--- config.mk ---
export PLATFORM = sky130hd
export DESIGN_NAME = ste_rms_ctrl
export DESIGN_NICKNAME = d
export VERILOG_FILES = /design/src/rtl/ste_rms_ctrl_pkg.sv /design/src/rtl/ste_rms_ctrl_peak.sv /design/src/rtl/ste_rms_ctrl.sv
export SDC_FILE = /design/constraint.sdc
export NUM_CORES = 1
export LEC_CHECK = 0
export ABC_AREA = 1
export BUFFER_PORTS_ARGS = -buffer_cell sky130_fd_sc_hd__clkbuf_2
export CORE_AREA = 2 2 133 135
export DETAILED_ROUTE_END_ITERATION = 7
export DIE_AREA = 0 0 135 137
export GPL_ROUTABILITY_DRIVEN = 0
export PLACE_DENSITY_LB_ADDON = 0.12
export SLEW_MARGIN = 20
export SYNTH_ARGS = -nofsm -noshare
export SYNTH_HDL_FRONTEND = slang
export SYNTH_SLANG_ARGS = --single-unit
--- constraint.sdc ---
create_clock -name clk -period 2.11 [get_ports clk]
set_input_delay 0.211 -clock clk [delete_from_list [all_inputs] [get_ports clk]]
set_output_delay 0.211 -clock clk [all_outputs]
set_load 0.01 [all_outputs]
--- src/rtl/ste_rms_ctrl_pkg.sv ---
// rtl/ste_rms_ctrl_pkg.sv - shared types and constants for the RMS measurement sequencer
package ste_rms_ctrl_pkg;

  typedef enum logic [1:0] {
    IDLE     = 2'd0,
    CLEAR    = 2'd1,
    ACQ      = 2'd2,
    WAIT_RES = 2'd3
  } state_t;

  localparam int DEF_TIMEOUT_W = 16;

  // All-ones terminal value of a timeout counter of width w
  function automatic longint unsigned timeout_term(input int w);
    return (64'd1 << w) - 64'd1;
  endfunction

  localparam longint unsigned DEF_TIMEOUT_TERM = timeout_term(DEF_TIMEOUT_W);

endpackage

--- src/rtl/ste_rms_ctrl_peak.sv ---
// rtl/ste_rms_ctrl_peak.sv - per-window peak tracker for forwarded ADC samples
module ste_rms_ctrl_peak #(
  parameter int DATA_W = 16
) (
  input  logic              clk,
  input  logic              rst,
  input  logic              clr,
  input  logic              sample_valid,
  input  logic [DATA_W-1:0] sample,
  input  logic              capture,
  output logic [DATA_W-1:0] peak_o
);

  logic [DATA_W-1:0] run_max;

  // Running maximum of the window; published to peak_o when the result is captured
  always_ff @(posedge clk or posedge rst) begin
    if (rst) begin
      run_max <= '0;
      peak_o  <= '0;
    end else begin
      if (clr) begin
        run_max <= '0;
      end else if (sample_valid && (sample > run_max)) begin
        run_max <= sample;
      end
      if (capture) begin
        peak_o <= run_max;
      end
    end
  end

endmodule

--- src/rtl/ste_rms_ctrl.sv ---
// rtl/ste_rms_ctrl.sv - RMS measurement sequencer; optional peak output under STE_RMS_CTRL_PEAK_EN
module ste_rms_ctrl
  import ste_rms_ctrl_pkg::*;
#(
  parameter int DATA_W    = 16,
  parameter int WIN_CNT_W = 12,
  parameter int TIMEOUT_W = 16
) (
  input  logic                 clk,
  input  logic                 rst,
  input  logic                 start_i,
  input  logic                 stop_i,
  input  logic                 cont_i,
  input  logic [WIN_CNT_W-1:0] win_len_i,
  input  logic [DATA_W-1:0]    adc_data_i,
  input  logic                 adc_valid_i,
  output logic [DATA_W-1:0]    rms_din_o,
  output logic                 rms_din_update_o,
  output logic                 rms_clr_o,
  input  logic [DATA_W-1:0]    rms_dout_i,
  input  logic                 rms_dout_update_i,
  output logic [DATA_W-1:0]    result_o,
  output logic                 result_valid_o,
  output logic                 busy_o,
  output logic                 timeout_o
`ifdef STE_RMS_CTRL_PEAK_EN
  ,
  output logic [DATA_W-1:0]    peak_o
`endif
);

  localparam logic [TIMEOUT_W-1:0] TO_TERM = TIMEOUT_W'(timeout_term(TIMEOUT_W));
  localparam logic [TIMEOUT_W-1:0] TO_PRE  = TO_TERM - 1'b1;

  state_t               state;
  logic [WIN_CNT_W-1:0] win_len_q;
  logic [WIN_CNT_W-1:0] win_cnt;
  logic [TIMEOUT_W-1:0] to_cnt;

  // Sequencer: window gating, clear pulses, result capture and timeout; stop overrides everything
  always_ff @(posedge clk or posedge rst) begin
    if (rst) begin
      state            <= IDLE;
      win_len_q        <= '0;
      win_cnt          <= '0;
      to_cnt           <= '0;
      rms_din_o        <= '0;
      rms_din_update_o <= 1'b0;
      rms_clr_o        <= 1'b0;
      result_o         <= '0;
      result_valid_o   <= 1'b0;
      busy_o           <= 1'b0;
      timeout_o        <= 1'b0;
    end else begin
      rms_din_update_o <= 1'b0;
      rms_clr_o        <= 1'b0;
      result_valid_o   <= 1'b0;
      if (stop_i) begin
        state  <= IDLE;
        busy_o <= 1'b0;
      end else begin
        unique case (state)
          IDLE: begin
            if (start_i && (win_len_i != '0)) begin
              win_len_q <= win_len_i;
              timeout_o <= 1'b0;
              rms_clr_o <= 1'b1;
              busy_o    <= 1'b1;
              state     <= CLEAR;
            end
          end
          CLEAR: begin
            win_cnt <= '0;
            state   <= ACQ;
          end
          ACQ: begin
            if (adc_valid_i) begin
              rms_din_o        <= adc_data_i;
              rms_din_update_o <= 1'b1;
              win_cnt          <= win_cnt + 1'b1;
              if ((win_cnt + 1'b1) == win_len_q) begin
                to_cnt <= '0;
                state  <= WAIT_RES;
              end
            end
          end
          WAIT_RES: begin
            if (rms_dout_update_i) begin
              result_o       <= rms_dout_i;
              result_valid_o <= 1'b1;
              if (cont_i) begin
                rms_clr_o <= 1'b1;
                state     <= CLEAR;
              end else begin
                busy_o <= 1'b0;
                state  <= IDLE;
              end
            end else if (to_cnt == TO_PRE) begin
              to_cnt    <= TO_TERM;
              timeout_o <= 1'b1;
              busy_o    <= 1'b0;
              state     <= IDLE;
            end else begin
              to_cnt <= to_cnt + 1'b1;
            end
          end
          default: state <= IDLE;
        endcase
      end
    end
  end

`ifdef STE_RMS_CTRL_PEAK_EN
  logic peak_clr;
  logic peak_fwd;
  logic peak_cap;

  assign peak_clr = (state == CLEAR) && !stop_i;
  assign peak_fwd = (state == ACQ) && adc_valid_i && !stop_i;
  assign peak_cap = (state == WAIT_RES) && rms_dout_update_i && !stop_i;

  ste_rms_ctrl_peak #(
    .DATA_W (DATA_W)
  ) u_peak (
    .clk          (clk),
    .rst          (rst),
    .clr          (peak_clr),
    .sample_valid (peak_fwd),
    .sample       (adc_data_i),
    .capture      (peak_cap),
    .peak_o       (peak_o)
  );
`endif

endmodule
---- After elaboration in Yosys (flattened, before gate mapping) ----
Cells that the tools add are included.
operators by class
  reduce and logical (&&, ||, !) cells .... 15
  add/sub/neg operators ................... 2
  order comparisons ....................... 0
  div/mod/pow operators ................... 0
  shift-type cells ........................ 0
  $mul .................................... 0
  multiplexer cells ....................... 36
  bitwise operators ....................... 1
  eq/ne operators ......................... 15
operator list
  cell                                                  number
  2-to-1 mux 16 bit                                     4
  one-hot mux 16 bit (2 select lines)                   1
  one-hot mux 12 bit (2 select lines)                   1
  2-to-1 mux 1 bit                                      19
  adder 16 x 1 -> 16 bit (second input constant)        1
  equality test 16 bit (second input constant)          1
  adder 12 x 1 -> 12 bit (second input constant)        1
  equality test 12 bit                                  1
  2-to-1 mux 12 bit                                     1
  2-to-1 mux 2 bit                                      6
  AND reduction 3 bit                                   4
  nonzero test 12 bit                                   1
  != test 2 bit (second input constant)                 5
  AND reduction 5 bit                                   2
  != test 3 bit (second input constant)                 3
  != test 4 bit (second input constant)                 2
  one-hot mux 2 bit (4 select lines)                    1
  AND reduction 4 bit                                   2
  one-hot mux 1 bit (2 select lines)                    3
  nonzero test 2 bit                                    3
  equality test 2 bit (second input constant)           2
  nonzero test 3 bit                                    1
  equality test 2 x 1 -> 1 bit (second input constant)  1
  zero test 2 bit                                       1
  2 further kinds                                       2
storage, ports and cells
  memory bits (writable) .................. 0
  bits of input ports ..................... 51
  output and inout bits ................... 37
  bits in read-only memories .............. 0
  memories ................................ 0
  latch bits .............................. 0
  register bits ........................... 79
  logic and storage cells ................. 80

---- Logic depth before layout (Yosys ltp) ----
Gate-level depths: netlist (run 1).
  word-level depth ........................ 6
  mapped depth ............................ 16
  mapped depth without buffers ............ 16

---- Worst setup path before layout (run 1) ----
OpenSTA, ideal clock, no wires.
  kind .................................... reg-to-reg
  from .................................... register state[0]
  to ...................................... register to_cnt[12]
  buffers on the path ..................... 1
  cell stages (with the launch flop) ...... 9
  slack ................................... 0.082 ns
  arrival ................................. 1.905 ns
  clock period less this slack ............ 2.028 ns
  cell sequence ........................... dfrtp_1 -> inv_1 -> ha_1 -> inv_1 -> a2111oi_0 -> nand2_4 -> buf_6 -> nand2_2 -> o21ai_2
on the way
  word-level cells in the longest chain between the ends .. 3
  elaborated cells between the ends (all ways) .. 8
ends and longest elaborated chain
  item                                                                         RTL line             RTL
  from (decl)                                                                  ste_rms_ctrl.sv:35   state_t state;
  from (signal assigned)                                                       ste_rms_ctrl.sv:43   state <= IDLE;
  from (signal assigned)                                                       ste_rms_ctrl.sv:59   state <= IDLE;
  from (signal assigned)                                                       ste_rms_ctrl.sv:69   state <= CLEAR;
  equality test 2 bit                                                          ste_rms_ctrl.sv:62   unique case (state)
  != test 2 bit (no source line) / nonzero test 2 bit (equally long branches)  --
  AND reduction 5 bit (no source line)                                         --
  to (signal assigned)                                                         ste_rms_ctrl.sv:104  to_cnt <= to_cnt + 1'b1;
  to (decl)                                                                    ste_rms_ctrl.sv:38   logic [TIMEOUT_W-1:0] to_cnt;
Several ways; a longest one is shown, not always the timed one.
A chain may end at the register's enable or synchronous reset.

---- Worst setup path in the final report (run 1) ----
  from .................................... register win_cnt[1]
  to ...................................... register to_cnt[4]
on the way
  word-level cells in the longest chain between the ends .. 4
ends and longest elaborated chain
  item                                  RTL line            RTL
  from (decl)                           ste_rms_ctrl.sv:37  logic [WIN_CNT_W-1:0] win_cnt;
  from (signal assigned)                ste_rms_ctrl.sv:80  win_cnt <= win_cnt + 1'b1;
  adder 12 x 1 -> 12 bit                ste_rms_ctrl.sv:81  if ((win_cnt + 1'b1) == win_len_q) begin
  equality test 12 bit                  ste_rms_ctrl.sv:81
  != test 2 bit (no source line)        --
  AND reduction 5 bit (no source line)  --
No other way between the ends.

==> results of run 1 <==
-- state kept, by name, indices dropped and copies added, names as in the netlist, 2 cells and up --
signal     flops
rms_din_o     16
result_o      16
state          2
to_cnt        16
win_cnt       12
win_len_q     12
-- metrics by stage --
step	total power, mW	utilization, %	instance area, µm²
finish	5.78	31.9	5440
global route	6.25	31.9	5440
CTS	5.77	31.4	5360
detailed placement	4.14	29.6	5040
global placement	4.13	29.6	5040
floorplan	3.38	-	4190
-- where the power goes --
part	internal (mW)	switching [mW]	leakage [nW]
registers	2.00	0.312	1.02
logic	0.770	1.13	1.54
clock network	0.949	0.622	0.140
-- how the worst max path moves through the flow --
stage | end | depth (start not counted) | start
floorplan | to_cnt[12]$_DFFE_PP0P_ | 8 | state[0]$_DFFE_PP0P_
global route | to_cnt[4]$_DFFE_PP0P_ | 15 | win_cnt[0]$_DFFE_PP0P_
CTS | to_cnt[4]$_DFFE_PP0P_ | 14 | win_cnt[0]$_DFFE_PP0P_
detailed placement | to_cnt[4]$_DFFE_PP0P_ | 14 | win_cnt[0]$_DFFE_PP0P_
global placement | to_cnt[4]$_DFFE_PP0P_ | 14 | win_cnt[0]$_DFFE_PP0P_
finish | to_cnt[4]$_DFFE_PP0P_ | 12 | win_cnt[1]$_DFFE_PP0P_
-- metal layers --
layer	share of wire (%)	GRT usage (%)	wire, µm
met4	1.1	3.65	121
met3	5.0	3.70	559
met1	47	16.7	5260
met2	47	22.0	5250
met5	0	0	0
-- critical path, delay by kind of cell, from the launching register on --
family	cells	cell delay, ns
buffers and inverters	2	0.25
AO/OA/AOI/OAI	2	0.26
AND/OR/NAND/NOR	8	0.96
flip-flops	1	0.42
-- layout make-up --
type / count / share of cell area, %
Timing Repair Buffer: 112 / 11.8
Clock inverter: 3 / 0.783
Multi-Input combinational cell: 389 / 36.8
Sequential cell: 79 / 36.4
Inverter: 62 / 4.49
Tap cell: 225 / 5.18
Clock buffer: 13 / 4.60
-- kinds of logic (layout without fill, tap and decap cells) --
family / after synthesis / in the layout / share of synthesized area (%)
AND/OR/NAND/NOR: 301 / 302 / 31.5
adder cells (fa/ha/maj): 9 / 9 / 2.69
buffers and inverters: 74 / 190 / 6.99
multiplexers: 1 / 1 / 0.269
AO/OA/AOI/OAI: 70 / 70 / 9.91
flip-flops: 79 / 79 / 47.2
XOR/XNOR: 7 / 7 / 1.46
-- placed cells by master (no fill, tap or decap), drive strengths merged --
cell	count
a31oi	2
a21oi	20
ha	9
xnor2	3
or2	1
bufinv	1
a2111oi	1
clkinvlp	2
o31ai	2
o31a	1
nor4	4
dfrtp	79
nand2	201
a311oi	1
clkbuf	100
nand4	8
buf	24
o21ai	36
clkinv	1
nor3	4
nand3	35
and2	1
o22ai	7
xor2	4
dlygate4sd3	1
nor2	48
inv	61
mux2	1
-- what timing repair did --
action,CTS,global route
pin swaps,0,9
gates resized for setup,2,23
hold buffers,1,0
setup buffers,0,1
setup endpoints to repair,6,18
endpoints found under the hold margin,14,0
gates cloned,0,1
==> impl_metrics.csv, run 1 <==
group,metric,value,unit
floorplanning,die_height,137,µm
global_routing,grt_max_degree,39,
hold_path,hold_start,"rms_dout_i[6]",
finish,area_growth,29.7,%
logic_synthesis,synth.cell_area,4190,µm²
hold_path,min_delay_path_depth,3,
timing,tightest_slew,0.512,ns
global_routing,overflow,0,
global_routing,track_usage,13.1,%
timing,slew_headroom,65.8,%
finish,multiInputGateArea,2000,µm²
worst_setup_path,r2r_start,"win_cnt[1]$_DFFE_PP0P_",
finish,regArea,1980,µm²
worst_setup_path,cp_max_fo,13,
global_routing,grt_pass1_wl,19.2,mm
logic_synthesis,yosysTopAreaCellShare,47.2,%
floorplanning,die-area,18500,µm²
clock_tree,cts.sinks,79,
detailed_routing,wire_per_inst,12.7,µm
detailed_routing,ant_nets,0,
power_and_ir_drop,power.density,1060,nW/µm²
detailed_routing,drt_iter0_drc,185,
timing,finalWorstSetupSlack,0.0889,ns
worst_setup_path,endpoint_kind,"register",
flow_run,cap_violations,0,
logic_synthesis,yosysUniqueCellTypes,33,
worst_setup_path,slowest_delay,0.42,ns
finish,num_antenna_cells,0,
timing,whs,0.0680,ns
detailed_routing,vias_per_cell,4.29,
clock_tree,htree_num_levels,3,
logic_synthesis,synth_nets,601,
timing,finClkSkew,0.00711,ns
placement,dp_cells,864,
timing,finalSetupTns,0,ns
timing,slew_violations,0,
logic_synthesis,yosys_warnings,0,
logic_synthesis,seq_area_frac_synth,47.2,%
power_and_ir_drop,power_leakage,2.71,nW
logic_synthesis,yosysMostFrequentCell,"nand2_1",
floorplanning,ios,88,
worst_setup_path,r2r-end,"to_cnt[4]$_DFFE_PP0P_",
timing,period_share,95.8,%
clock_tree,clock_path_buffers,2,
logic_synthesis,synth.area.top_cells,"dfrtp_1 (47%), nand2_1 (16%), inv_1 (5.5%)",
finish,final_cells,883,
clock_tree,cts_root_buf,"clkbuf_16",
finish,nFillCells,1864,
detailed_routing,drt_pass1_iterations,4,
timing,fmax,0.495,GHz
logic_synthesis,yosysTopAreaCell,"dfrtp_1",
floorplanning,rows,48,
power_and_ir_drop,ir_drop,0.000464,V
detailed_routing,routed-via-count,3786,
status,status,"finished, final reports clean",
timing,final_hold_viol_count,0,
floorplanning,coreArea,17100,µm²
worst_setup_path,startpoint_type,"register",
worst_setup_path,cp_cell_sequence,"buf_4, nand3_2, o21ai_1, nand2_1, nand2_1, nand3_1, nor2_2, nand3_2, nand2_4, nand2_8, inv_8, o21ai_0",
logic_synthesis,synth_commonest_cells,"nand2_1 (184), dfrtp_1 (79), inv_1 (61)",
logic_synthesis,synthArstFlopShare,100,%
finish,drive_above_1_share,27.7,%
clock_tree,clk_pin_slew,0.06,ns
clock_tree,insertion_delay,0.34,ns
timing,rsz0062_at_grt,"true",
worst_setup_path,slowest_stage,"dfrtp_1",
global_routing,grt_pass1_vias,3844,
logic_synthesis,synth.avg_cell_area,7.75,µm²
worst_setup_path,ff2ff_setup_slack,0.09,ns
detailed_routing,wl,11.2,mm
timing,setup_viol,0,
timing,fin_crit,2.02,ns
logic_synthesis,syn_inst,541,
finish,fin_nets,713,
logic_synthesis,synth_edf_count,0,
clock_tree,cts_tree,"built",
placement,io_buffers,87,
placement,place_ws,-0.0844,ns
clock_tree,cts_buffers,9,
global_routing,antenna_found_initial,0,
placement,post-dp-hpwl,8.32,mm
worst_setup_path,worstPathRequired,2.33,ns
logic_synthesis,ys.flop_type,"dfrtp_1",
hold_path,worstHoldEndpoint,"result_o[6]$_DFFE_PP0P_",
worst_setup_path,r2r_cells,12,
floorplanning,dieWidth,135,µm
logic_synthesis,synth.ff_latch_count,79,
hold_path,hold_class,"primary input to register",
detailed_routing,drcViolationCount,0,
floorplanning,initial_core_util,24.6,%
worst_setup_path,arrival,2.24,ns
worst_setup_path,crit_type,"register to register",
Power figures use the tool's default switching activity.
==> inputs of run 2 (changes only) <==
- CORE_AREA: 2 2 133 135 -> 2 2 113 115
- DIE_AREA: 0 0 135 137 -> 0 0 115 117
==> run 2 against run 1 <==
Net effect:
- cell count fell by 8.5%
- wire length fell by 6.1%
- critical path type unchanged
- largest cell class unchanged
- via count rose by 0.74%
- setup slack got worse by 0.0058 ns
- clock skew rose by 0.0033 ns
- hold slack got worse by 0.0048 ns
- sequential power barely moved
- core utilization rose by 12 points
- die area fell by 27%
- sequential share of layout area rose by 0.19 points
- design area fell by 0.53%
- largest power group unchanged
==> impl_metrics.csv, run 2 (synthesis results as in run 1) <==
group,metric,value,unit
power_and_ir_drop,ir_drop,0.000509,V
clock_tree,htree_num_levels,3,
worst_setup_path,worstPathRequired,2.34,ns
placement,post-dp-hpwl,7.75,mm
timing,finalWorstSetupSlack,0.0830,ns
power_and_ir_drop,power_leakage,2.76,nW
clock_tree,clock_path_buffers,2,
clock_tree,insertion_delay,0.35,ns
detailed_routing,wl,10.5,mm
detailed_routing,routed-via-count,3814,
clock_tree,clk_pin_slew,0.06,ns
finish,design_area,5410,µm²
finish,drive_above_1_share,28.0,%
hold_path,hold_start,"adc_data_i[6]",
global_routing,overflow,0,
finish,nFillCells,1279,
timing,slew_headroom,63.9,%
finish,area_growth,29.1,%
floorplanning,die-area,13500,µm²
power_and_ir_drop,power.density,1100,nW/µm²
finish,fin_nets,713,
clock_tree,cts.sinks,79,
worst_setup_path,cp_max_fo,6,
power_and_ir_drop,p_comb_share,32.0,%
global_routing,grt_pass1_wl,17.1,mm
timing,tightest_slew,0.541,ns
placement,dpl_cell_area,4920,µm²
global_routing,antenna_found_initial,0,
floorplanning,die_height,117,µm
floorplanning,coreArea,12300,µm²
hold_path,hold_class,"primary input to register",
timing,rsz0062_at_grt,"true",
floorplanning,ios,88,
power_and_ir_drop,p_seq_share,39.2,%
global_routing,grt_max_degree,33,
timing,slew_violations,0,
timing,period_share,96.1,%
detailed_routing,drt_pass1_iterations,4,
finish,num_antenna_cells,0,
flow_run,cap_violations,0,
finish,final_cell_mix,"nand2_1 (177), clkbuf_2 (87), dfrtp_1 (78)",
detailed_routing,drt_iter0_drc,166,
power_and_ir_drop,swShare,35.8,%
power_and_ir_drop,power.total,5.93,mW
timing,finClkSkew,0.0104,ns
floorplanning,dieWidth,115,µm
power_and_ir_drop,p_int,3.81,mW
detailed_routing,drcViolationCount,0,
power_and_ir_drop,clkPwrFrac,28.8,%
timing,finalSetupTns,0,ns
status,status,"finished, final reports clean",
timing,fmax,0.493,GHz
detailed_routing,vias_per_cell,4.72,
floorplanning,initial_core_util,34.0,%
timing,final_hold_viol_count,0,
clock_tree,cts_root_buf,"clkbuf_16",
global_routing,grt_pass1_vias,3586,
timing,setup_viol,0,
clock_tree,cts_tree,"built",
worst_setup_path,endpoint_kind,"register",
worst_setup_path,crit_type,"register to register",
worst_setup_path,startpoint,"win_cnt[0]$_DFFE_PP0P_",
finish,largestRegisters,"result_o x16, rms_din_o x16, to_cnt x16",
detailed_routing,ant_nets,0,
worst_setup_path,startpoint_type,"register",
floorplanning,rows,41,
finish,layout_commonest_cell,"nand2_1",
worst_setup_path,r2r_start,"win_cnt[0]$_DFFE_PP0P_",
power_and_ir_drop,switchingPower,2.12,mW
worst_setup_path,arrival,2.25,ns
placement,place_ws,-0.0498,ns
clock_tree,cts_buffers,9,
global_routing,track_usage,16.2,%
timing,fin_crit,2.03,ns
detailed_routing,wire_per_inst,13.0,µm
placement,io_buffers,87,
[run 2: cell type report]
class / count / area [µm²] / share of cell area [%]
clock buffer: 10 / 229 / 4.23
clock inverter: 6 / 91.3 / 1.69
inverter: 62 / 249 / 4.60
multi-input combinational: 390 / 2040 / 37.7
sequential: 79 / 1980 / 36.6
tap: 150 / 188 / 3.47
timing repair buffer: 111 / 634 / 11.7
[run 2: critical path, cell delays in order, from the launching register on]
cell,delay (ns)
dfrtp_2,0.43
buf_6,0.14
nand2_4,0.05
nor2_4,0.21
nand2_4,0.09
nor2_4,0.12
nand2_1,0.05
nand3_1,0.07
nand2_2,0.07
nor2_2,0.11
nand3_2,0.15
nand2_8,0.16
nand2_4,0.12
nand2_2,0.08
o21ai_2,0.05
[run 2: through the flow]
stage	utilization, %	std cells	hold WS (ns)
after floorplan	-	541	0.328
final	43.9	808	0.0632
after global placement	40.0	786	0.290
after CTS	42.8	803	0.0536
after detailed placement	40.0	786	0.283
after global routing	43.9	808	0.0713
[run 2: final timing paths]
kind                       cells after the start                   endpoint  slack, ns
max                                           14      to_cnt[9]$_DFFE_PP0P_       0.08
min                                            3   rms_din_o[6]$_DFFE_PP0P_       0.06
max reg2reg                                   14      to_cnt[9]$_DFFE_PP0P_       0.08
min reg2reg                                    2  rms_din_o[14]$_DFFE_PP0P_       0.47
max in group asynchronous                      4   win_len_q[4]$_DFFE_PP0P_       0.98
min in group asynchronous                      3  rms_din_o[11]$_DFFE_PP0P_       0.45
[run 2: power groups by stage]
stage,combinational (mW),sequential (mW),clock [mW]
global placement,1.75,2.33,0
finish,1.90,2.33,1.71
detailed placement,1.77,2.33,0
global route,2.15,2.39,1.81
CTS,1.78,2.32,1.74
floorplan,0.949,2.43,0
[run 2: routing by layer]
layer	up-vias	track usage [%]	wire [µm]
met5	-	0	0
met3	16	3.04	473
met2	76	26.4	4930
li1	1953	-	-
met1	1769	21.3	4910
met4	0	6.75	198
[run 2: timing repair]
action | in CTS | in global routing
hold buffers | 1 | 0
pin swaps | 0 | 18
resized for setup | 1 | 31
setup endpoints to repair | 4 | 17
hold endpoints to repair | 22 | 0
setup buffers | 0 | 3
cloned | 0 | 2
==> inputs of run 3 (changes only) <==
- MAX_ROUTING_LAYER: default -> met4
- clock period: 2.11 -> 1.9 ns (I/O delays scaled with it)
==> run 3 against run 2 <==
Net effect:
- sequential power rose by 11%
- wire length up 1.7%
- critical endpoint is now to_cnt[13]$_DFFE_PP0P_
- design area increased by 2.4%
- hold slack got worse by 0.019 ns
- highest routed layer unchanged
- the flow now finishes with violations (negative setup slack)
- non-clock buffer count grew 22
==> impl_metrics.csv, run 3 (synthesis results as in run 1) <==
group,metric,value,unit
clock_tree,clk_pin_slew,0.06,ns
worst_setup_path,cp_cell_sequence,"ha_1, nand2_2, inv_2, nand2_1, nand2_1, nand2_1, nand3_1, nor2_2, nand3_2, nand2_4, nand2_8, buf_12, nand2_2, o21ai_1",
finish,fin_nets,733,
global_routing,grt_pass1_wl,18.0,mm
timing,period_share,103,%
timing,finClkSkew,0.00775,ns
floorplanning,initial_core_util,34.0,%
worst_setup_path,r2r-end,"to_cnt[13]$_DFFE_PP0P_",
global_routing,track_usage,17.6,%
timing,whs,0.0439,ns
status,status,"finished with violations",
power_and_ir_drop,power_leakage,2.82,nW
finish,num_antenna_cells,0,
timing,setup_viol,13,
timing,slew_violations,0,
worst_setup_path,arrival,2.18,ns
detailed_routing,drt_iter0_drc,205,
detailed_routing,drt_pass1_iterations,6,
timing,rsz0062_at_grt,"true",
worst_setup_path,crit_type,"register to register",
worst_setup_path,endpoint_kind,"register",
finish,layout_commonest_cell,"nand2_1",
hold_path,min_delay_path_depth,3,
global_routing,grt_max_degree,62,
clock_tree,clock_path_buffers,2,
worst_setup_path,cp_max_fo,8,
timing,tightest_slew,0.599,ns
clock_tree,cts_root_buf,"clkbuf_16",
floorplanning,rows,41,
finish,final_cells,828,
detailed_routing,ant_nets,0,
detailed_routing,routed-via-count,3918,
hold_path,hold_class,"primary input to register",
floorplanning,dieWidth,115,µm
finish,largestRegisters,"result_o x16, rms_din_o x16, to_cnt x16",
timing,fin_crit,1.95,ns
floorplanning,ios,88,
detailed_routing,drcViolationCount,0,
timing,finalWorstSetupSlack,-0.0542,ns
global_routing,grt_pass1_vias,3737,
worst_setup_path,ff2ff_setup_slack,-0.05,ns
worst_setup_path,slowest_delay,0.45,ns
timing,final_hold_viol_count,0,
finish,final_core_util,45.0,%
floorplanning,die-area,13500,µm²
finish,area_growth,32.2,%
floorplanning,coreArea,12300,µm²
power_and_ir_drop,power.density,1170,nW/µm²
hold_path,worstHoldEndpoint,"result_o[4]$_DFFE_PP0P_",
worst_setup_path,r2r_cells,14,
detailed_routing,vias_per_cell,4.73,
finish,final_cell_mix,"nand2_1 (178), clkbuf_2 (87), dfrtp_1 (76)",
global_routing,overflow,0,
clock_tree,cts.sinks,79,
placement,dp_cells,808,
worst_setup_path,slowest_stage,"dfrtp_2",
global_routing,antenna_found_initial,0,
placement,io_buffers,87,
worst_setup_path,startpoint_type,"register",
detailed_routing,wire_per_inst,12.9,µm
worst_setup_path,path_common_cell,"nand2_1",
worst_setup_path,r2r_start,"win_cnt[0]$_DFFE_PP0P_",
clock_tree,insertion_delay,0.34,ns
status,violations,"negative setup slack",
clock_tree,cts_tree,"built",
placement,post-dp-hpwl,7.99,mm
worst_setup_path,worstPathRequired,2.12,ns
timing,slew_headroom,60.0,%
hold_path,hold_start,"rms_dout_i[4]",
timing,fmax,0.512,GHz
clock_tree,cts_buffers,9,
power_and_ir_drop,ir_drop,0.000424,V
clock_tree,htree_num_levels,3,
floorplanning,die_height,117,µm
detailed_routing,wl,10.7,mm
finish,drive_above_1_share,30.1,%
flow_run,cap_violations,0,
timing,finalSetupTns,-0.535,ns
run 3: changes by cell type in the layout (fill, tap and decap cells not counted), moves of 2 or more:
cell,previous run,this run
clkinvlp_4,1,4
nor2_2,4,6
nand3_1,30,33
nand2_8,3,1
nand3_2,5,2
nand2_2,19,17
dfrtp_1,78,76
o21ai_0,20,22
nor2_1,40,38
dfrtp_2,1,3
o21ai_1,6,3
buf_4,21,41
run 3: where the power goes:
group	internal, mW	switching, mW
Clock	1.06	0.700
Sequential	2.22	0.355
Combinational	0.935	1.23
Total	4.21	2.28
run 3: final cells by class:
class,count,area (µm²)
fill,1260,6770
multi-input combinational,388,1990
sequential,79,1980
timing repair buffer,133,832
clock buffer,12,246
inverter,62,243
tap,150,188
clock inverter,4,53.8
run 3: metrics by stage:
stage / total power [mW] / cell area [µm²] / setup WS (ns)
CTS: 6.58 / 5500 / -0.0890
detailed placement: 4.68 / 5110 / -0.111
finish: 6.50 / 5540 / -0.0542
floorplan: 3.76 / 4200 / 0.00430
global placement: 4.66 / 5110 / -0.111
global route: 6.98 / 5540 / -0.244
run 3: worst max path at each step:
stage	start	end	cells past startpoint
after floorplan	win_cnt[0]$_DFFE_PP0P_	to_cnt[12]$_DFFE_PP0P_	15
after global placement	state[0]$_DFFE_PP0P_	win_cnt[8]$_DFFE_PP0P_	6
after detailed placement	win_cnt[0]$_DFFE_PP0P_	to_cnt[14]$_DFFE_PP0P_	15
after CTS	win_cnt[0]$_DFFE_PP0P_	to_cnt[14]$_DFFE_PP0P_	15
after global routing	win_cnt[0]$_DFFE_PP0P_	to_cnt[14]$_DFFE_PP0P_	15
final	win_cnt[0]$_DFFE_PP0P_	to_cnt[13]$_DFFE_PP0P_	14
run 3: critical path: cells and delay by family (launching register included):
family / cells / cell delay, ns
DFF: 1 / 0.45
and+or+nand+nor: 10 / 0.89
AOI/OAI and AO/OA: 1 / 0.05
adders and majority gates: 1 / 0.22
buffers and inverters: 2 / 0.23
run 3: routing by layer:
| layer | global-route usage [%] | share of wire, % |
|---|---|---|
| met4 | 7.95 | 2.1 |
| met1 | 23.2 | 49 |
| met2 | 26.9 | 44 |
| met3 | 2.83 | 4.8 |
| met5 | - | 0 |
run 3: what timing repair did:
action / 4_1_cts / 5_1_grt
pin swaps: 7 / 2
gates cloned: 1 / 0
resized for setup: 19 / 6
hold buffers: 1 / 0
setup buffers: 0 / 2
endpoints found under the hold margin: 18 / 0
setup endpoints to repair: 44 / 24
